**src/rtl/scale_pkg.sv**
```systemverilog
// Shared constants and FSM encoding for the scale grams-to-kilograms path.
package scale_pkg;

  localparam int unsigned DefaultWidth    = 14;
  localparam int unsigned DefaultDivisor  = 1000;
  localparam int unsigned DefaultMaxGrams = 9999;

  typedef enum logic [1:0] {
    StIdle   = 2'd0,
    StLoad   = 2'd1,
    StDivide = 2'd2,
    StDone   = 2'd3
  } state_e;

endpackage

```
**src/rtl/grams_divider.sv**
```systemverilog
// Repeated-subtraction divide by a constant DIVISOR; start loads the dividend,
// done is high in the cycle where the remainder has dropped below DIVISOR.
module grams_divider #(
  parameter int unsigned WIDTH   = 14,
  parameter int unsigned DIVISOR = 1000
) (
  input  logic             clk,
  input  logic             reset,
  input  logic             start,
  input  logic [WIDTH-1:0] dividend,
  output logic             done,
  output logic [WIDTH-1:0] quotient,
  output logic [WIDTH-1:0] remainder
);

  localparam logic [WIDTH-1:0] DivW = WIDTH'(DIVISOR);

  logic [WIDTH-1:0] rem_q;
  logic [WIDTH-1:0] quo_q;
  logic             run_q;

  always_ff @(posedge clk) begin
    if (reset) begin
      rem_q <= '0;
      quo_q <= '0;
      run_q <= 1'b0;
    end else if (start) begin
      rem_q <= dividend;
      quo_q <= '0;
      run_q <= 1'b1;
    end else if (run_q) begin
      if (rem_q >= DivW) begin
        rem_q <= rem_q - DivW;
        quo_q <= quo_q + WIDTH'(1);
      end else begin
        run_q <= 1'b0;
      end
    end
  end

  assign done      = run_q && (rem_q < DivW);
  assign quotient  = quo_q;
  assign remainder = rem_q;

endmodule

```
**src/rtl/scale_weight_controller.sv**
```systemverilog
// Grams-to-kilograms controller: tare offset, clamp to MAX_GRAMS, divide by DIVISOR.
// Define SCALE_AVERAGE_EN to average four accepted samples into each conversion.
module scale_weight_controller
  import scale_pkg::*;
#(
  parameter int unsigned WIDTH     = DefaultWidth,
  parameter int unsigned DIVISOR   = DefaultDivisor,
  parameter int unsigned MAX_GRAMS = DefaultMaxGrams
) (
  input  logic             clk,
  input  logic             reset,
  input  logic             sampleValid,
  output logic             sampleReady,
  input  logic [WIDTH-1:0] weightInGrams,
  input  logic             tareRequest,
  output logic [WIDTH-1:0] weightInKilogramsInteger,
  output logic [WIDTH-1:0] weightInKilogramsFraction,
  output logic             resultValid,
  output logic             overload,
  output logic             busy
);

  localparam logic [WIDTH-1:0] MaxW = WIDTH'(MAX_GRAMS);

  state_e           state_q;
  logic [WIDTH-1:0] sample_q, tare_q, kg_int_q, kg_frac_q;
  logic             tare_pending_q, ovf_q, valid_q, overload_q;
  logic [WIDTH-1:0] diff, net, quotient, remainder;
  logic             borrow, ovf, accept, div_done;

`ifdef SCALE_AVERAGE_EN
  logic [WIDTH+1:0] acc_q;
  logic [1:0]       cnt_q;
  logic [WIDTH+1:0] acc_sum;
  assign acc_sum = acc_q + {2'b00, weightInGrams};
`endif

  assign accept = sampleValid & sampleReady;

  // Borrow out of the widened subtraction flags sample < tare.
  always_comb begin
    {borrow, diff} = {1'b0, sample_q} - {1'b0, tare_q};
    net = borrow ? '0 : diff;
    if (tare_pending_q) net = '0;
    ovf = 1'b0;
    if (net > MaxW) begin
      net = MaxW;
      ovf = 1'b1;
    end
  end

  grams_divider #(
    .WIDTH   (WIDTH),
    .DIVISOR (DIVISOR)
  ) u_divider (
    .clk       (clk),
    .reset     (reset),
    .start     (state_q == StLoad),
    .dividend  (net),
    .done      (div_done),
    .quotient  (quotient),
    .remainder (remainder)
  );

  always_ff @(posedge clk) begin
    if (reset) begin
      state_q        <= StIdle;
      sample_q       <= '0;
      tare_q         <= '0;
      kg_int_q       <= '0;
      kg_frac_q      <= '0;
      tare_pending_q <= 1'b0;
      ovf_q          <= 1'b0;
      valid_q        <= 1'b0;
      overload_q     <= 1'b0;
`ifdef SCALE_AVERAGE_EN
      acc_q          <= '0;
      cnt_q          <= '0;
`endif
    end else begin
      valid_q <= 1'b0;
      if (tareRequest) tare_pending_q <= 1'b1;
      unique case (state_q)
        StIdle: begin
`ifdef SCALE_AVERAGE_EN
          if (accept) begin
            if (cnt_q == 2'd3) begin
              sample_q <= acc_sum[WIDTH+1:2];
              acc_q    <= '0;
              cnt_q    <= '0;
              state_q  <= StLoad;
            end else begin
              acc_q <= acc_sum;
              cnt_q <= cnt_q + 2'd1;
            end
          end
`else
          if (accept) begin
            sample_q <= weightInGrams;
            state_q  <= StLoad;
          end
`endif
        end
        StLoad: begin
          ovf_q <= ovf;
          // A request arriving in this very cycle stays pending for the next sample.
          if (tare_pending_q) begin
            tare_q <= sample_q;
            if (!tareRequest) tare_pending_q <= 1'b0;
          end
          state_q <= StDivide;
        end
        StDivide: begin
          if (div_done) begin
            kg_int_q   <= quotient;
            kg_frac_q  <= remainder;
            overload_q <= ovf_q;
            valid_q    <= 1'b1;
            state_q    <= StDone;
          end
        end
        StDone:  state_q <= StIdle;
        default: state_q <= StIdle;
      endcase
    end
  end

  assign sampleReady               = (state_q == StIdle) & ~reset;
  assign busy                      = (state_q != StIdle);
  assign resultValid               = valid_q;
  assign overload                  = overload_q;
  assign weightInKilogramsInteger  = kg_int_q;
  assign weightInKilogramsFraction = kg_frac_q;

endmodule

```
**config.mk**
```make
export PLATFORM = sky130hd
export DESIGN_NAME = scale_weight_controller
export DESIGN_NICKNAME = d
export VERILOG_FILES = /design/src/rtl/scale_pkg.sv /design/src/rtl/grams_divider.sv /design/src/rtl/scale_weight_controller.sv
export SDC_FILE = /design/constraint.sdc
export NUM_CORES = 1
export LEC_CHECK = 0
export CAP_MARGIN = 40
export CORE_UTILIZATION = 50
export CTS_BUF_LIST = sky130_fd_sc_hd__clkbuf_4 sky130_fd_sc_hd__clkbuf_8
export CTS_CLUSTER_DIAMETER = 150
export DETAILED_ROUTE_END_ITERATION = 12
export MAX_ROUTING_LAYER = met4
export PLACE_DENSITY = 0.82
export SLEW_MARGIN = 10
export SYNTH_ARGS = -nofsm -noshare
export SYNTH_HDL_FRONTEND = slang
export SYNTH_SLANG_ARGS = --single-unit
export TNS_END_PERCENT = 20
```
**constraint.sdc**
```tcl
create_clock -name clk -period 2.73 [get_ports clk]
set_input_delay 0.546 -clock clk [delete_from_list [all_inputs] [get_ports clk]]
set_output_delay 0.546 -clock clk [all_outputs]
set_load 0.005 [all_outputs]
```
==> results of run 1 <==
[worst max-delay path by stage]
stage	from	to	slack [ns]
after floorplan	sample_q[0]	u_divider.remainder[8]	0.20
after global placement	sample_q[0]	u_divider.remainder[8]	0.14
after detailed placement	sample_q[0]	u_divider.remainder[8]	0.03
after CTS	sample_q[0]	u_divider.remainder[1]	0.02
after global routing	tare_q[6]	u_divider.remainder[0]	-0.04
final	sample_q[0]	u_divider.remainder[0]	0.1
[cells in the final DEF (no fill, tap or decap), drive strengths merged, types with 9 or more instances in the layout]
cell	count
a211oi	11
a21oi	64
and2	10
buf	15
clkbuf	9
clkdlybuf4s50	48
dfxtp	91
ha	19
inv	31
nand2	117
nand2b	16
nor2	45
nor3	15
o21ai	31
xnor2	11
xor2	12
[logic make-up after synthesis]
group	Yosys count	synth area share (%)
AND/OR/NAND/NOR	236	23.4
AO/OA/AOI/OAI	147	20.7
flip-flops	91	40.3
buffers and inverters	56	4.81
XOR/XNOR	23	4.45
adder cells (fa/ha/maj)	20	5.70
multiplexers	3	0.664
[per-layer routing]
metal | GRT usage [%] | routed length [um]
met5 | - | 0
met4 | 5.97 | 123
met3 | 4.82 | 274
met2 | 37.6 | 4860
met1 | 26.1 | 4450
[flip-flops by register name, indices dropped and copies added (netlist names), 2 cells and up]
register and count:
weightInKilogramsInteger 14, state_q 2, u_divider.remainder 14, u_divider.quotient 14, tare_q 14, weightInKilogramsFraction 14
sample_q 14
[cell type report]
class                   instances  area [um^2]  share of cell area, %
multi-input cells             429         2580                   47.6
repair buffers                 63          591                   10.9
flip-flops and latches         91         1820                   33.6
clock buffers                   9          124                   2.28
clock inverters                 7         71.3                   1.31
well taps                     108          135                   2.49
inverters                      28          105                   1.93
[report_power, final]
group / leakage (nW) / switching, mW / total [mW] / internal (mW)
clock: 0.0931 / 0.547 / 0.905 / 0.358
combinational: 1.12 / 1.17 / 2.01 / 0.843
sequential: 0.738 / 0.142 / 1.62 / 1.48
total: 1.95 / 1.86 / 4.53 / 2.68
[what timing repair did]
action                                  4_1_cts  5_1_grt
buffers inserted                              0        3
endpoints found under the setup margin        0       13
hold buffers                                  0        0
gates resized for setup                       0       18
[tightest hold or removal path: stages (launching register included)]
cell and delay [ns]:
dfxtp_1 0.32, nand2_1 0.05, a21oi_1 0.05
==> metrics.md, run 1 <==
| Metric | Value |
|---|---|
| GRT Util Overall | `22.0%` |
| TNS Setup | `0 ns` |
| Setup violators final | `0` |
| Fill count | `779` |
| Worst Setup Path Type | `flip-flop to flip-flop` |
| Synth top cells by count | `116 x nand2_1, 91 x dfxtp_1, 61 x a21oi_1` |
| CTS sink count | `91` |
| Req. time, crit path | `3.01 ns` |
| DP Area | `5110 um^2` |
| Delay-heaviest family, CP | `compound AO/OA/AOI/OAI gates` |
| Max stage delay cell, worst path | `a211o_1` |
| Worst-Margin Slew | `0.662 ns` |
| Dpl hpwl | `7.20 mm` |
| Cell mode on critical path | `a21oi_4` |
| CP arrival | `just under 3 ns` |
| Nets | `660` |
| Number of enable flip-flop cells after synthesis | `0` |
| Vias in the first global route | `3671` |
| Cell Area, Synth | `4520 um^2` |
| Layout cell share with drive strength beyond 1 | `9.73%` |
| Clock slew at the register clock pins of the worst setup and hold paths | `around 0.1 ns` |
| Core Region | `8720 um^2` |
| Critical path, cell by cell | `inv_1, ha_2, fa_2, nand2b_4, a21oi_4, o2111ai_2, a211o_1, nor3_4, a21oi_4, a311oi_1` |
| Synth cell types | `56` |
| Worst vdd ir | `roughly 0.00044 V` |
| Rows | `34` |
| Layout area overhead | `20.1%` |
| Routed vias/inst | `5.41` |
| Post-synth top area share | `40.3%` |
| N_diodes | `0` |
| Die width | `97.1 um` |
| Initial antenna violation count | `0` |
| Final Skew | `0.0110 ns` |
| Wire per inst | `13.2 um` |
| Critical Path Fanout Max | `6` |
| Count of non-filler cells in the finished layout | `around 740` |
| Ys Warns | `0` |
| PD cells | `roughly 830 nW/um^2` |
| # Max-Cap Violations | `0` |
| Setup crit start kind | `flip-flop` |
| Die footprint | `9430 um^2` |
| Rel. slew slack | `55.9%` |
| Hold EP | `weightInKilogramsInteger[4]` |
| Synth area leader | `dfxtp_1` |
| Most used DFF post-synth | `dfxtp_1` |
| Mapped Avg Cell Area | `7.85 um^2` |
| F_max | `0.380 GHz` |
| Gpl congestion | `0.941` |
| Final max-slew violation count | `0` |
| Total Power | `4.53 mW` |
| Global-route wire length before repair | `around 17 mm` |
| Worst reg2reg path endpoint | `u_divider.remainder[0]` |
| Placed Cells | `716` |
| Synth area leaders | `dfxtp_1 40%, nand2_1 9.6%, a21oi_1 6.7%` |
| P_leak | `~1.9 nW` |
| Worst reg-to-reg setup slack | `roughly 0.097 ns` |
| CP Buf/Inv Count | `1` |
| I/O pins | `50` |
| Vias | `3977` |
| CP Depth | `10` |
| Final setup margin | `0.0966 ns` |
| Grt ovf | `0` |
| CTS max path bufs | `2` |
| Worst R2R Start | `sample_q[0]` |
| IO buf count | `49` |
| Routed wire length | `9.71 mm` |
| Final worst path period share | `96.5%` |
| Most frequent cell after synthesis | `nand2_1` |
| CTS tree | `yes` |
| Final instance area | `about 5400 um^2` |
| Synth Instances | `576` |
| H-tree depth | `3` |
| Hold_sp | `weightInKilogramsInteger[4]` |
| Worst hold margin | `0.456 ns` |
| Ys async rst share | `0%` |
| Final Core Density | `between 60 and 70%` |
| FF+latch count, synth | `91` |
| Initial Utilization | `~52%` |
| Reg2reg path depth | `10` |
| Critical path endpoint category | `flip-flop` |
| CP peak stage delay | `~0.38 ns` |
| Hold Path Class | `flip-flop to flip-flop` |
| Syn_nets | `between 600 and 700` |
| Dpl ws | `0.0277 ns` |
| Root buf cell | `clkbuf_8` |
| Minimum clock period | `around 2.6 ns` |
| Largest net degree at the start of global routing | `49` |
| Post-DRT Antenna Nets | `0` |
| Sequential area share after synthesis | `40.3%` |
| Initial DRC count | `156` |
| Height of the die | `between 90 and 100 um` |
| Hold path cells | `2` |
| Pre-antenna DRT Iters | `4` |
| Final hold violations | `0` |
| TritonCTS Buffers | `9` |
| Clk_lat worst skew | `0.37 ns` |
| Outcome | `completed` |
| Post-route DRC | `0` |
Power figures use the tool's default switching activity.
==> run 2: changes to the inputs <==
- ABC_CLOCK_PERIOD_IN_PS: default -> 2730
- TNS_END_PERCENT: 20 -> 100
==> results of run 2 <==
The final DEF is identical to that of run 1; final timing and power are the same.
==> run 3: changes to the inputs <==
--- a/config.mk
+++ b/config.mk
@@ -7,2 +7,3 @@
 export LEC_CHECK = 0
+export ABC_AREA = 0
 export ABC_CLOCK_PERIOD_IN_PS = 2730
@@ -19,2 +20,2 @@
 export SYNTH_SLANG_ARGS = --single-unit
-export TNS_END_PERCENT = 100
+export TNS_END_PERCENT = 20
--- a/constraint.sdc
+++ b/constraint.sdc
@@ -3,2 +3,2 @@
 set_output_delay 0.546 -clock clk [all_outputs]
-set_load 0.005 [all_outputs]
+set_load 0.02 [all_outputs]
==> metrics.md, run 3 (synthesis gave the netlist of run 1 again) <==
| Metric | Value |
|---|---|
| CP arrival | `2.85 ns (-0.06 ns)` |
| Vias | `3987 (+0.25%)` |
| IO buf count | `49 (unchanged)` |
| Hold EP | `overload` |
| Die width | `97.1 um (unchanged)` |
| Die footprint | `9430 um^2 (unchanged)` |
| Rel. slew slack | `51.2% (-4.6 points)` |
| CTS sink count | `91 (unchanged)` |
| Minimum clock period | `2.58 ns (-0.0550 ns)` |
| Sw power | `1.89 mW (+2.1%)` |
| CTS tree | `yes` |
| Initial Utilization | `51.9% (unchanged)` |
| P_leak | `1.95 nW (+0.32%)` |
| Initial antenna violation count | `0 (unchanged)` |
| F_max | `0.388 GHz (+2.1%)` |
| Setup crit start kind | `flip-flop` |
| Count of non-filler cells in the finished layout | `734 (-0.14%)` |
| Wire per inst | `13.4 um (+1.2%)` |
| GRT Util Overall | `22.0% (about the same)` |
| Placed Cells | `715 (-0.14%)` |
| Pre-antenna DRT Iters | `4 (unchanged)` |
| Post-DRT Antenna Nets | `0 (unchanged)` |
| Clock slew at the register clock pins of the worst setup and hold paths | `0.11 ns (about the same)` |
| Outcome | `completed` |
| CTS max path bufs | `2 (unchanged)` |
| Layout cell share with drive strength beyond 1 | `9.74% (+0.016 points)` |
| Clk_lat worst skew | `0.37 ns (about the same)` |
| Worst Setup Path Type | `flip-flop to flip-flop` |
| Root buf cell | `clkbuf_8` |
| Height of the die | `97.1 um (unchanged)` |
| Hold path cells | `2 (unchanged)` |
| Fill count | `750 (-3.7%)` |
| Setup violators final | `0 (unchanged)` |
| Routed vias/inst | `5.43 (+0.39%)` |
| Layout area overhead | `20.5%` |
| Hold_buf cts | `0 (unchanged)` |
| Req. time, crit path | `3.00 ns (about the same)` |
| H-tree depth | `3 (unchanged)` |
| Final Skew | `0.0116 ns (+0.000559 ns)` |
| PD cells | `841 nW/um^2 (+0.84%)` |
| Gpl congestion | `0.916 (-2.6%)` |
| Routed wire length | `9.81 mm (+1.1%)` |
| Total Power | `4.59 mW (+1.2%)` |
| Dpl hpwl | `7.10 mm (-1.4%)` |
| Critical Path Fanout Max | `4 (-2)` |
| Grt ovf | `0 (unchanged)` |
| Hold Path Class | `flip-flop to flip-flop` |
| Worst R2R Start | `sample_q[0]` |
| Critical path endpoint category | `flip-flop` |
| Final max-slew violation count | `0 (unchanged)` |
| TritonCTS Buffers | `9 (unchanged)` |
| Worst hold margin | `0.450 ns (-0.00663 ns)` |
| Worst vdd ir | `0.000448 V (+1.9%)` |
| Global-route wire length before repair | `16.8 mm (+1.1%)` |
| Post-route DRC | `0 (unchanged)` |
| Nets | `659 (-0.15%)` |
| Rows | `34 (unchanged)` |
| Worst-Margin Slew | `0.731 ns (+0.0697 ns)` |
| Most common cell after layout, fill and taps aside | `nand2_1` |
| Core Region | `8720 um^2 (unchanged)` |
| Vias in the first global route | `3735 (+1.7%)` |
| Clock share of power | `20.2% (+0.2 points)` |
| Unrepaired setup endpoints after global routing | `false` |
| Hold_sp | `ovf_q` |
| Reg power frac | `35.3% (-0.4 points)` |
| N_diodes | `0 (unchanged)` |
| Final hold violations | `0 (unchanged)` |
| Pint | `2.69 mW (+0.59%)` |
| Worst reg2reg path endpoint | `u_divider.remainder[7]` |
| Reg2reg path depth | `11 (+1)` |
| I/O pins | `50 (unchanged)` |
| Logic pwr share | `44.5% (+0.2 points)` |
| # Max-Cap Violations | `0 (unchanged)` |
| Final worst path period share | `94.4% (-2.0 points)` |
| Switch share | `41.3% (+0.36 points)` |
| Commonest cells after routing, fill and taps aside | `116 x nand2_1, 90 x dfxtp_1, 60 x a21oi_1` |
| Initial DRC count | `109 (-30%)` |
| Largest net degree at the start of global routing | `76 (+55%)` |
| Worst reg-to-reg setup slack | `0.15 ns (+0.05 ns)` |
[run 3: layout make-up]
type | instances | area (um^2) | share of cell area (%)
clock buffers | 9 | 124 | 2.27
repair buffers | 62 | 583 | 10.7
flip-flops and latches | 91 | 1820 | 33.4
well taps | 108 | 135 | 2.48
multi-input cells | 429 | 2610 | 47.8
inverters | 28 | 105 | 1.93
clock inverters | 7 | 76.3 | 1.40
[run 3: repair_timing]
| item | 4_1_cts | 5_1_grt |
|---|---|---|
| pin swaps | 6 | 5 |
| buffers inserted | 2 | 1 |
| endpoints found under the setup margin | 3 | 15 |
| resized for setup | 6 | 15 |
[run 3: per-layer routing]
metal | track usage (%) | up-vias | share of wire [%]
li1 | - | 2056 | -
met1 | 26.6 | 1836 | 46
met2 | 37.2 | 81 | 49
met3 | 3.24 | 14 | 2.8
met4 | 8.27 | 0 | 1.7
met5 | - | - | 0
[run 3: power by group through the flow]
stage                     clock (mW)  sequential [mW]  combinational (mW)
after floorplan                    0             1.60                1.41
after global placement             0             1.64                1.80
after detailed placement           0             1.65                1.82
after CTS                      0.940             1.62                1.90
after global routing            1.00             1.64                2.25
final                          0.926             1.62                2.04
[run 3: worst max-delay path, cell delays in order (launching register included)]
cell      delay (ns)
dfxtp_2         0.35
inv_2           0.05
ha_4            0.16
fa_2            0.34
nand2b_4        0.17
a21oi_4         0.16
buf_4           0.15
nor2_1          0.04
xnor2_1         0.31
o2111a_1        0.35
a22oi_2         0.13
a31o_2          0.26
[run 3: worst max path at each step]
stage	start	end	slack (ns)	cells after the start
floorplan	sample_q[0]	u_divider.remainder[8]	0.20	10
global placement	sample_q[0]	u_divider.remainder[8]	0.12	10
detailed placement	sample_q[0]	u_divider.remainder[8]	-0.04	10
CTS	sample_q[0]	u_divider.remainder[7]	0.03	10
global route	tare_q[5]	u_divider.remainder[9]	0.002	9
finish	sample_q[0]	u_divider.remainder[7]	0.15	11
[run 3: stage by stage]
stage / utilization, % / setup TNS (ns) / instance area (um^2) / setup slack [ns]
after global routing: 62.5 / 0 / 5450 / 0.00174
after CTS: 61.4 / 0 / 5360 / 0.0282
final: 62.5 / 0 / 5450 / 0.152
after global placement: 58.6 / 0 / 5110 / 0.122
after detailed placement: 58.6 / -0.0499 / 5110 / -0.0392
after floorplan: - / 0 / 4520 / 0.201
